[src/rtl/data_mem_arbiter.sv]
// data_mem_arbiter: round-robin arbiter that shares a byte-wide data memory
// between two 64-bit requesters. Each doubleword access is serialised into
// BYTES little-endian beats (byte k at base+k, wrapping at the top of memory).
//
// Optional build macro DATA_MEM_ARBITER_ALIGN_CHECK_EN: when defined, a
// request whose addr[2:0] is non-zero is rejected without touching memory,
// answered one cycle after accept with reqN_err=1 and reqN_done=1.
//
// state | meaning
// ------+------------------------------------------------------------
// IDLE  | waiting for a request; arbitration and ready are live
// XFER  | one memory beat per cycle, beat_cnt counts remaining beats
// DONE  | completion pulse on the served port, then back to IDLE
module data_mem_arbiter #(
    parameter int AW    = 6,
    parameter int BYTES = 8
) (
    input  logic                 CLK,
    input  logic                 RST,
    input  logic                 req0_valid,
    input  logic                 req0_we,
    input  logic [AW-1:0]        req0_addr,
    input  logic [BYTES*8-1:0]   req0_wdata,
    output logic                 req0_ready,
    output logic                 req0_done,
    output logic [BYTES*8-1:0]   req0_rdata,
    output logic                 req0_err,
    input  logic                 req1_valid,
    input  logic                 req1_we,
    input  logic [AW-1:0]        req1_addr,
    input  logic [BYTES*8-1:0]   req1_wdata,
    output logic                 req1_ready,
    output logic                 req1_done,
    output logic [BYTES*8-1:0]   req1_rdata,
    output logic                 req1_err,
    output logic [AW-1:0]        mem_addr,
    output logic                 mem_we,
    output logic [7:0]           mem_wdata,
    input  logic [7:0]           mem_rdata,
    output logic                 busy
);
    localparam int DW = BYTES * 8;
    localparam int CW = (BYTES > 1) ? $clog2(BYTES) : 1;
    localparam logic [CW-1:0] BEAT_LOAD = CW'(BYTES - 1);

    typedef enum logic [1:0] {IDLE, XFER, DONE} state_t;

    state_t          state, state_nxt;
    logic [CW-1:0]   beat_cnt;
    logic            last_grant;
    logic            lat_we;
    logic            lat_port;
    logic [DW-1:0]   wshift;
    logic [DW-1:0]   rbuf;
    logic            grant0, grant1, accept, sel_port, sel_we, misalign;
    logic [AW-1:0]   sel_addr;
    logic [DW-1:0]   sel_wdata;

    assign busy = (state != IDLE);

    // Round-robin grant: on a tie the port that did not win last time goes first.
    always_comb begin
        grant0     = req0_valid & (~req1_valid | last_grant);
        grant1     = req1_valid & (~req0_valid | ~last_grant);
        req0_ready = (state == IDLE) & ~RST & grant0;
        req1_ready = (state == IDLE) & ~RST & grant1;
        accept     = req0_ready | req1_ready;
        sel_port   = grant1;
        sel_we     = sel_port ? req1_we    : req0_we;
        sel_addr   = sel_port ? req1_addr  : req0_addr;
        sel_wdata  = sel_port ? req1_wdata : req0_wdata;
        misalign   = 1'b0;
`ifdef DATA_MEM_ARBITER_ALIGN_CHECK_EN
        misalign   = (sel_addr[2:0] != 3'd0);
`endif
    end

    // Next-state logic.
    always_comb begin
        state_nxt = state;
        case (state)
            IDLE:    if (accept) state_nxt = misalign ? DONE : XFER;
            XFER:    if (beat_cnt == '0) state_nxt = DONE;
            DONE:    state_nxt = IDLE;
            default: state_nxt = IDLE;
        endcase
    end

    // State register.
    always_ff @(posedge CLK) begin
        if (RST) state <= IDLE;
        else     state <= state_nxt;
    end

    // Datapath: latch request, drive memory beats, assemble read word, pulse done.
    always_ff @(posedge CLK) begin
        if (RST) begin
            beat_cnt   <= '0;
            last_grant <= 1'b1;
            lat_we     <= 1'b0;
            lat_port   <= 1'b0;
            wshift     <= '0;
            rbuf       <= '0;
            mem_addr   <= '0;
            mem_we     <= 1'b0;
            mem_wdata  <= 8'h00;
            req0_done  <= 1'b0;
            req1_done  <= 1'b0;
            req0_rdata <= '0;
            req1_rdata <= '0;
            req0_err   <= 1'b0;
            req1_err   <= 1'b0;
        end else begin
            req0_done  <= 1'b0;
            req1_done  <= 1'b0;
            req0_rdata <= '0;
            req1_rdata <= '0;
            req0_err   <= 1'b0;
            req1_err   <= 1'b0;
            case (state)
                IDLE: begin
                    if (accept) begin
                        last_grant <= sel_port;
                        lat_port   <= sel_port;
                        lat_we     <= sel_we;
                        beat_cnt   <= BEAT_LOAD;
                        if (misalign) begin
                            if (sel_port) begin
                                req1_done <= 1'b1;
                                req1_err  <= 1'b1;
                            end else begin
                                req0_done <= 1'b1;
                                req0_err  <= 1'b1;
                            end
                        end else begin
                            mem_addr  <= sel_addr;
                            mem_we    <= sel_we;
                            mem_wdata <= sel_we ? sel_wdata[7:0] : 8'h00;
                            wshift    <= sel_wdata >> 8;
                        end
                    end
                end
                XFER: begin
                    // Bytes shift in from the top so byte 0 ends up in the low lane.
                    rbuf <= {mem_rdata, rbuf[DW-1:8]};
                    if (beat_cnt == '0) begin
                        mem_we    <= 1'b0;
                        mem_wdata <= 8'h00;
                        if (lat_port) begin
                            req1_done  <= 1'b1;
                            req1_rdata <= lat_we ? '0 : {mem_rdata, rbuf[DW-1:8]};
                        end else begin
                            req0_done  <= 1'b1;
                            req0_rdata <= lat_we ? '0 : {mem_rdata, rbuf[DW-1:8]};
                        end
                    end else begin
                        beat_cnt  <= beat_cnt - CW'(1);
                        mem_addr  <= mem_addr + AW'(1);
                        mem_wdata <= lat_we ? wshift[7:0] : 8'h00;
                        wshift    <= wshift >> 8;
                    end
                end
                default: ;
            endcase
        end
    end
endmodule

[config.mk]
export PLATFORM = sky130hd
export DESIGN_NAME = data_mem_arbiter
export DESIGN_NICKNAME = d
export VERILOG_FILES = /design/src/rtl/data_mem_arbiter.sv
export SDC_FILE = /design/constraint.sdc
export NUM_CORES = 1
export LEC_CHECK = 0
export BUFFER_PORTS_ARGS = -buffer_cell sky130_fd_sc_hd__buf_2
export CORE_AREA = 2 2 168 170
export CTS_CLUSTER_SIZE = 14
export DETAILED_ROUTE_END_ITERATION = 16
export DIE_AREA = 0 0 170 172
export SLEW_MARGIN = 20
export SYNTH_ARGS = -nofsm -noshare
export SYNTH_HDL_FRONTEND = slang
export SYNTH_SLANG_ARGS = --single-unit
[constraint.sdc]
create_clock -name CLK -period 5.25 [get_ports CLK]
set_input_delay 1.05 -clock CLK [delete_from_list [all_inputs] [get_ports CLK]]
set_output_delay 1.05 -clock CLK [all_outputs]
set_load 0.02 [all_outputs]
==> results.sh, run 1 <==
export IMPL_synth_cell_area_um2=9467
export IMPL_max_freq_mhz=327.2
export IMPL_die_h_um=172
export IMPL_cts_resized=0
export IMPL_leakagePower_nw=5.549
export IMPL_cts_buffer_depth=3
export IMPL_ctsHoldBuffers=0
export IMPL_required_ns=4.20
export IMPL_die_x_um=170
export IMPL_dr_pass1_iters=5
export IMPL_swShare=0.2513
export IMPL_hp_class="flip-flop to flip-flop"
export IMPL_drt_iter0_markers=446
export IMPL_cp_data_arrival_time_ns=2.01
export IMPL_grt_antenna_before_repair=1
export IMPL_grt_util_met2=0.2809
export IMPL_cts_tree="built"
export IMPL_routed_wl_um=26130
export IMPL_rows=61
export IMPL_hold_ws_ns=0.4595
export IMPL_htree_levels=1
export IMPL_path_class="primary input to primary output"
export IMPL_coreArea_um2=27480
export IMPL_fillers=2744
export IMPL_io_buffers=301
export IMPL_synth_edf_count=0
export IMPL_period_share=0.5822
export IMPL_internal_power_w=0.003467
export IMPL_clk_insertion_delay_late_ns=0.52
export IMPL_worst_pin_slew_ns=0.9761
export IMPL_die_area_um2=29240
export IMPL_initial_core_util=0.3445
export IMPL_num_vias=7967
export IMPL_use_met3=0.03708
export IMPL_area_delta_synth_final_pct=28.17
export IMPL_antenna_left=0
export IMPL_ys_flop_type="dfxtp_1"
export IMPL_wire_per_inst_um=15.57
export IMPL_hold_viol=0
export IMPL_ys_seq_area_frac=0.5604
export IMPL_synth_seq_cells=265
export IMPL_critical_path_max_fanout=5
export IMPL_p_seq_frac=0.464
export IMPL_critPathMostFrequentCell="buf_2"
export IMPL_irDropWorstVdd_mv=0.2234
export IMPL_combPwrFrac=0.110
export IMPL_syn_inst=1052
export IMPL_post_place_cells=1626
export IMPL_fin_crit_ns=3.056
export IMPL_drcViolationCount=0
export IMPL_path_clk_slew_ns=0.06
export IMPL_setup_violations=0
export IMPL_grt_busiest_layer="met2"
export IMPL_ys_async_sr_fraction=0
export IMPL_slowest_delay_ns=0.30
export IMPL_cts_made_buffers=28
export IMPL_cp_end_kind="primary output"
export IMPL_grt_overflow_total=0
export IMPL_finalNonFillerCells=1678
export IMPL_postCtsSetupBuffers=0
export IMPL_path_cells="buf_2 -> a21boi_4 -> nand2_1 -> nor2_1 -> buf_2"
export IMPL_critPathLaunchType="primary input"
export IMPL_grt_max_degree=123
export IMPL_gp_congestion=0.8720
export IMPL_io_pins=304
export IMPL_grt_util_met1=0.2239
export IMPL_drt_vias_per_instance=4.748
export IMPL_drive_gt1_frac=0.2832
export IMPL_gr_usage_all_layers=0.1690
export IMPL_p_clk_frac=0.426
export IMPL_grt_pass1_vias=7229
export IMPL_tns_ns=0
export IMPL_synth_cell_types=43
export IMPL_root_buffer="clkbuf_16"
export IMPL_rsz0062_at_grt="no"
export IMPL_place_detailed_hpwl_um=18010
export IMPL_slew_headroom=0.3493
export IMPL_outcome="completed"
export IMPL_fin_worst_skew_ns=0.009174
export IMPL_final_nets=1467
export IMPL_slowest_stage="nor2_1"
export IMPL_drv_slew=0
export IMPL_avgSynthCellArea_um2=8.999
export IMPL_p_per_area_nw_per_um2=381.6
export IMPL_p_sw_w=0.001164
export IMPL_clkSinkCount=265
export IMPL_grt_pass1_wl_um=39270
export IMPL_yosys_warnings=0
export IMPL_cap_violations=0
-- cells in the final DEF (no fill, tap or decap), drive strengths merged, types with 9 or more instances in the layout --
cell	Yosys	layout
nand2	239	239
and2	129	129
mux2	9	9
a311oi	9	9
clkbuf	67	38
a31oi	51	51
o221ai	9	9
buf	16	310
nor2	66	66
nand3	20	20
dfxtp	265	265
a22o	50	50
a21oi	70	70
-- logic make-up after synthesis --
group,after synthesis,share of synthesized area
multiplexers,9,0.01071
other,1,0.0003961
buffers and inverters,87,0.03740
AND/OR/NAND/NOR,471,0.2312
AO/OA/AOI/OAI,214,0.1541
flip-flops,265,0.5604
XOR/XNOR,2,0.001851
adder cells (fa/ha/maj),3,0.003966
-- metal layers --
metal	vias up	routed length [um]	part of all wire
met2	294	11790	0.45
met1	3602	12020	0.46
met5	-	0	0
li1	4038	-	-
met3	33	1855	0.071
met4	0	465	0.018
-- cell usage after synthesis, types with 4 or more instances --
library cell,count,area [um^2]
a311oi_1,9,78.83
clkbuf_1,61,229.0
a21oi_1,70,350.3
a31oi_1,51,319.1
dfxtp_1,265,5305
a21o_1,8,60.06
inv_1,4,15.01
buf_2,10,50.05
nand2_1,239,897.1
mux2_2,9,101.4
and2_1,129,807.0
nand2b_1,4,25.02
nor2_1,66,247.7
buf_1,4,15.01
nand3_1,20,100.1
clkbuf_2,6,30.03
a22o_1,50,437.9
o221ai_1,9,78.83
-- worst max-delay path: cells and delay by family --
family	cells	cell delay, ns
AND/OR/NAND/NOR	2	0.41
AO/OA/AOI/OAI	1	0.16
buffers and inverters	2	0.37
-- final cells by class --
type | count | area [um^2] | area share
flip-flops and latches | 265 | 5305 | 0.4372
multi-input cells | 701 | 3854 | 0.3176
repair buffers | 310 | 1580 | 0.1302
clock buffers | 38 | 809.5 | 0.06672
well taps | 346 | 432.9 | 0.03568
clock inverters | 13 | 133.9 | 0.01103
inverters | 4 | 15.01 | 0.001237
diodes | 1 | 2.502 | 0.0002062
-- flip-flops by register name, indices dropped and copies added (netlist names) --
signal,cells
state,2
wshift,56
req1_rdata,64
mem_addr,6
req0_rdata,64
req1_done,1
mem_we,1
beat_cnt,3
lat_we,1
mem_wdata,8
last_grant,1
lat_port,1
rbuf,56
req0_done,1
-- through the flow --
stage | util | total power, W | setup WS (ns) | area [um^2]
floorplan | - | 0.002517 | 2.082 | 9470
global placement | 0.4069 | 0.002702 | 1.841 | 11180
detailed placement | 0.4069 | 0.002705 | 1.773 | 11180
CTS | 0.4413 | 0.004683 | 2.226 | 12120
global route | 0.4415 | 0.004828 | 2.157 | 12130
finish | 0.4416 | 0.004630 | 2.194 | 12130
-- worst paths after layout --
path / startpoint / to / slack (ns) / depth (start not counted)
setup / recovery: req0_valid / req1_ready / 2.19 / 5
setup reg to reg: beat_cnt[0] / wshift[14] / 2.73 / 7
hold / removal: rbuf[13] / rbuf[13] / 0.46 / 2
hold reg to reg: rbuf[13] / rbuf[13] / 0.46 / 2
-- power by group through the flow --
stage               sequential, W  clock [W]  combinational, W
global placement          0.00219          0          0.000510
finish                    0.00215    0.00197          0.000510
floorplan                 0.00219          0          0.000322
global route              0.00216    0.00210          0.000567
CTS                       0.00215    0.00202          0.000516
detailed placement        0.00219          0          0.000515
Note: power is estimated with default switching activity, not from simulation.
==> run 2: changes to the inputs <==
clock period = 2.74 ns   (was 5.25 ns; I/O delays follow)
==> results.sh, run 2 (same netlist as run 1, synthesis figures left out) <==
export IMPL_outcome="completed"
export IMPL_fin_worst_skew_ns=0.01623
export IMPL_clk_insertion_delay_late_ns=0.53
export IMPL_setup_violations=0
export IMPL_path_class="flip-flop to primary output"
export IMPL_drv_slew=0
export IMPL_grt_max_degree=114
export IMPL_slowest_stage="dfxtp_1"
export IMPL_cts_buffer_depth=3
export IMPL_fillers=2668
export IMPL_max_freq_mhz=451.1
export IMPL_gp_congestion=0.8657
export IMPL_postCtsSetupBuffers=0
export IMPL_critPathLaunchType="flip-flop"
export IMPL_io_pins=304
export IMPL_path_clk_slew_ns=0.06
export IMPL_cp_data_arrival_time_ns=1.67
export IMPL_rows=61
export IMPL_post_place_cells=1633
export IMPL_clkSinkCount=265
export IMPL_drt_iter0_markers=377
export IMPL_ctsHoldBuffers=0
export IMPL_required_ns=2.19
export IMPL_slowest_delay_ns=0.35
export IMPL_dr_pass1_iters=5
export IMPL_coreArea_um2=27480
export IMPL_path_cells="nor2_1 -> nand3_1 -> nor2_1 -> buf_2"
export IMPL_place_detailed_hpwl_um=17900
export IMPL_tns_ns=0
export IMPL_drt_vias_per_instance=4.761
export IMPL_fin_crit_ns=2.217
export IMPL_num_vias=8022
export IMPL_cts_tree="built"
export IMPL_initial_core_util=0.3445
export IMPL_cp_end_kind="primary output"
export IMPL_grt_pass1_wl_um=39740
export IMPL_wire_per_inst_um=15.44
export IMPL_power_w=0.009151
export IMPL_hold_viol=0
export IMPL_final_nets=1474
export IMPL_layout_common_cells="buf_2, dfxtp_1, nand2_1"
export IMPL_area_delta_synth_final_pct=30.24
export IMPL_finalNonFillerCells=1685
export IMPL_drcViolationCount=0
export IMPL_crit_buf_inv=1
export IMPL_reg_top3="req0_rdata (64), req1_rdata (64)"
export IMPL_io_buffers=301
export IMPL_period_share=0.8090
export IMPL_drive_gt1_frac=0.2870
export IMPL_final_area_um2=12330
export IMPL_critPathTopFamily="simple AND/OR/NAND/NOR gates"
export IMPL_die_h_um=172
export IMPL_cts_made_buffers=28
export IMPL_slew_headroom=0.4474
export IMPL_grt_overflow_total=0
export IMPL_critPathMostFrequentCell="nor2_1"
export IMPL_hold_ws_ns=0.2529
export IMPL_routed_wl_um=26020
export IMPL_place_area_um2=11330
export IMPL_leakagePower_nw=5.642
export IMPL_antenna_left=0
export IMPL_gr_usage_all_layers=0.1695
export IMPL_p_per_area_nw_per_um2=742.2
export IMPL_grt_antenna_before_repair=2
export IMPL_die_x_um=170
export IMPL_layout_commonest_cell="buf_2"
export IMPL_critical_path_max_fanout=4
export IMPL_root_buffer="clkbuf_16"
export IMPL_rsz0062_at_grt="no"
export IMPL_die_area_um2=29240
export IMPL_worst_pin_slew_ns=0.8288
export IMPL_htree_levels=1
export IMPL_grt_pass1_vias=7262
export IMPL_irDropWorstVdd_mv=0.4267
export IMPL_cts_resized=0
export IMPL_hp_class="primary input to flip-flop"
export IMPL_cap_violations=0
==> run 2: layout make-up <==
| type | count | area [um^2] | share of cell area |
|---|---|---|---|
| clock inverter | 16 | 231.5 | 0.01877 |
| multi-input combinational | 701 | 3851 | 0.3124 |
| sequential | 265 | 5305 | 0.4303 |
| tap | 346 | 432.9 | 0.03511 |
| timing repair buffer | 317 | 1724 | 0.1398 |
| antenna | 1 | 2.502 | 0.0002030 |
| clock buffer | 35 | 767.0 | 0.06221 |
| inverter | 4 | 15.01 | 0.001218 |
==> run 2: power by group <==
group | total, W | leakage [nW] | switching [W] | internal (W)
Sequential | 0.00412 | 2.15 | 0.000107 | 0.00401
Combinational | 0.00101 | 3.01 | 0.000610 | 0.000401
Clock | 0.00402 | 0.489 | 0.00156 | 0.00246
==> run 2: per-stage QoR <==
stage,worst slack (ns),utilization
after floorplan,0.5756,-
after global placement,0.4002,0.4113
after detailed placement,0.6067,0.4123
after CTS,0.5162,0.4486
after global routing,0.3934,0.4486
final,0.5234,0.4487
==> run 2: worst paths after layout <==
check | startpoint | to | slack, ns | cells past startpoint
worst max-delay path | state[0] | req0_ready | 0.52 | 4
worst min-delay path | mem_rdata[1] | req0_rdata[57] | 0.25 | 2
worst max register to register | beat_cnt[0] | wshift[18] | 0.69 | 8
worst min register to register | rbuf[15] | rbuf[15] | 0.46 | 2
==> run 2: routing by layer <==
metal / routed length, um / track usage
met4: 495 / 0.04348
met2: 11920 / 0.2799
met5: 7 / 0
met1: 11780 / 0.2264
met3: 1813 / 0.03616
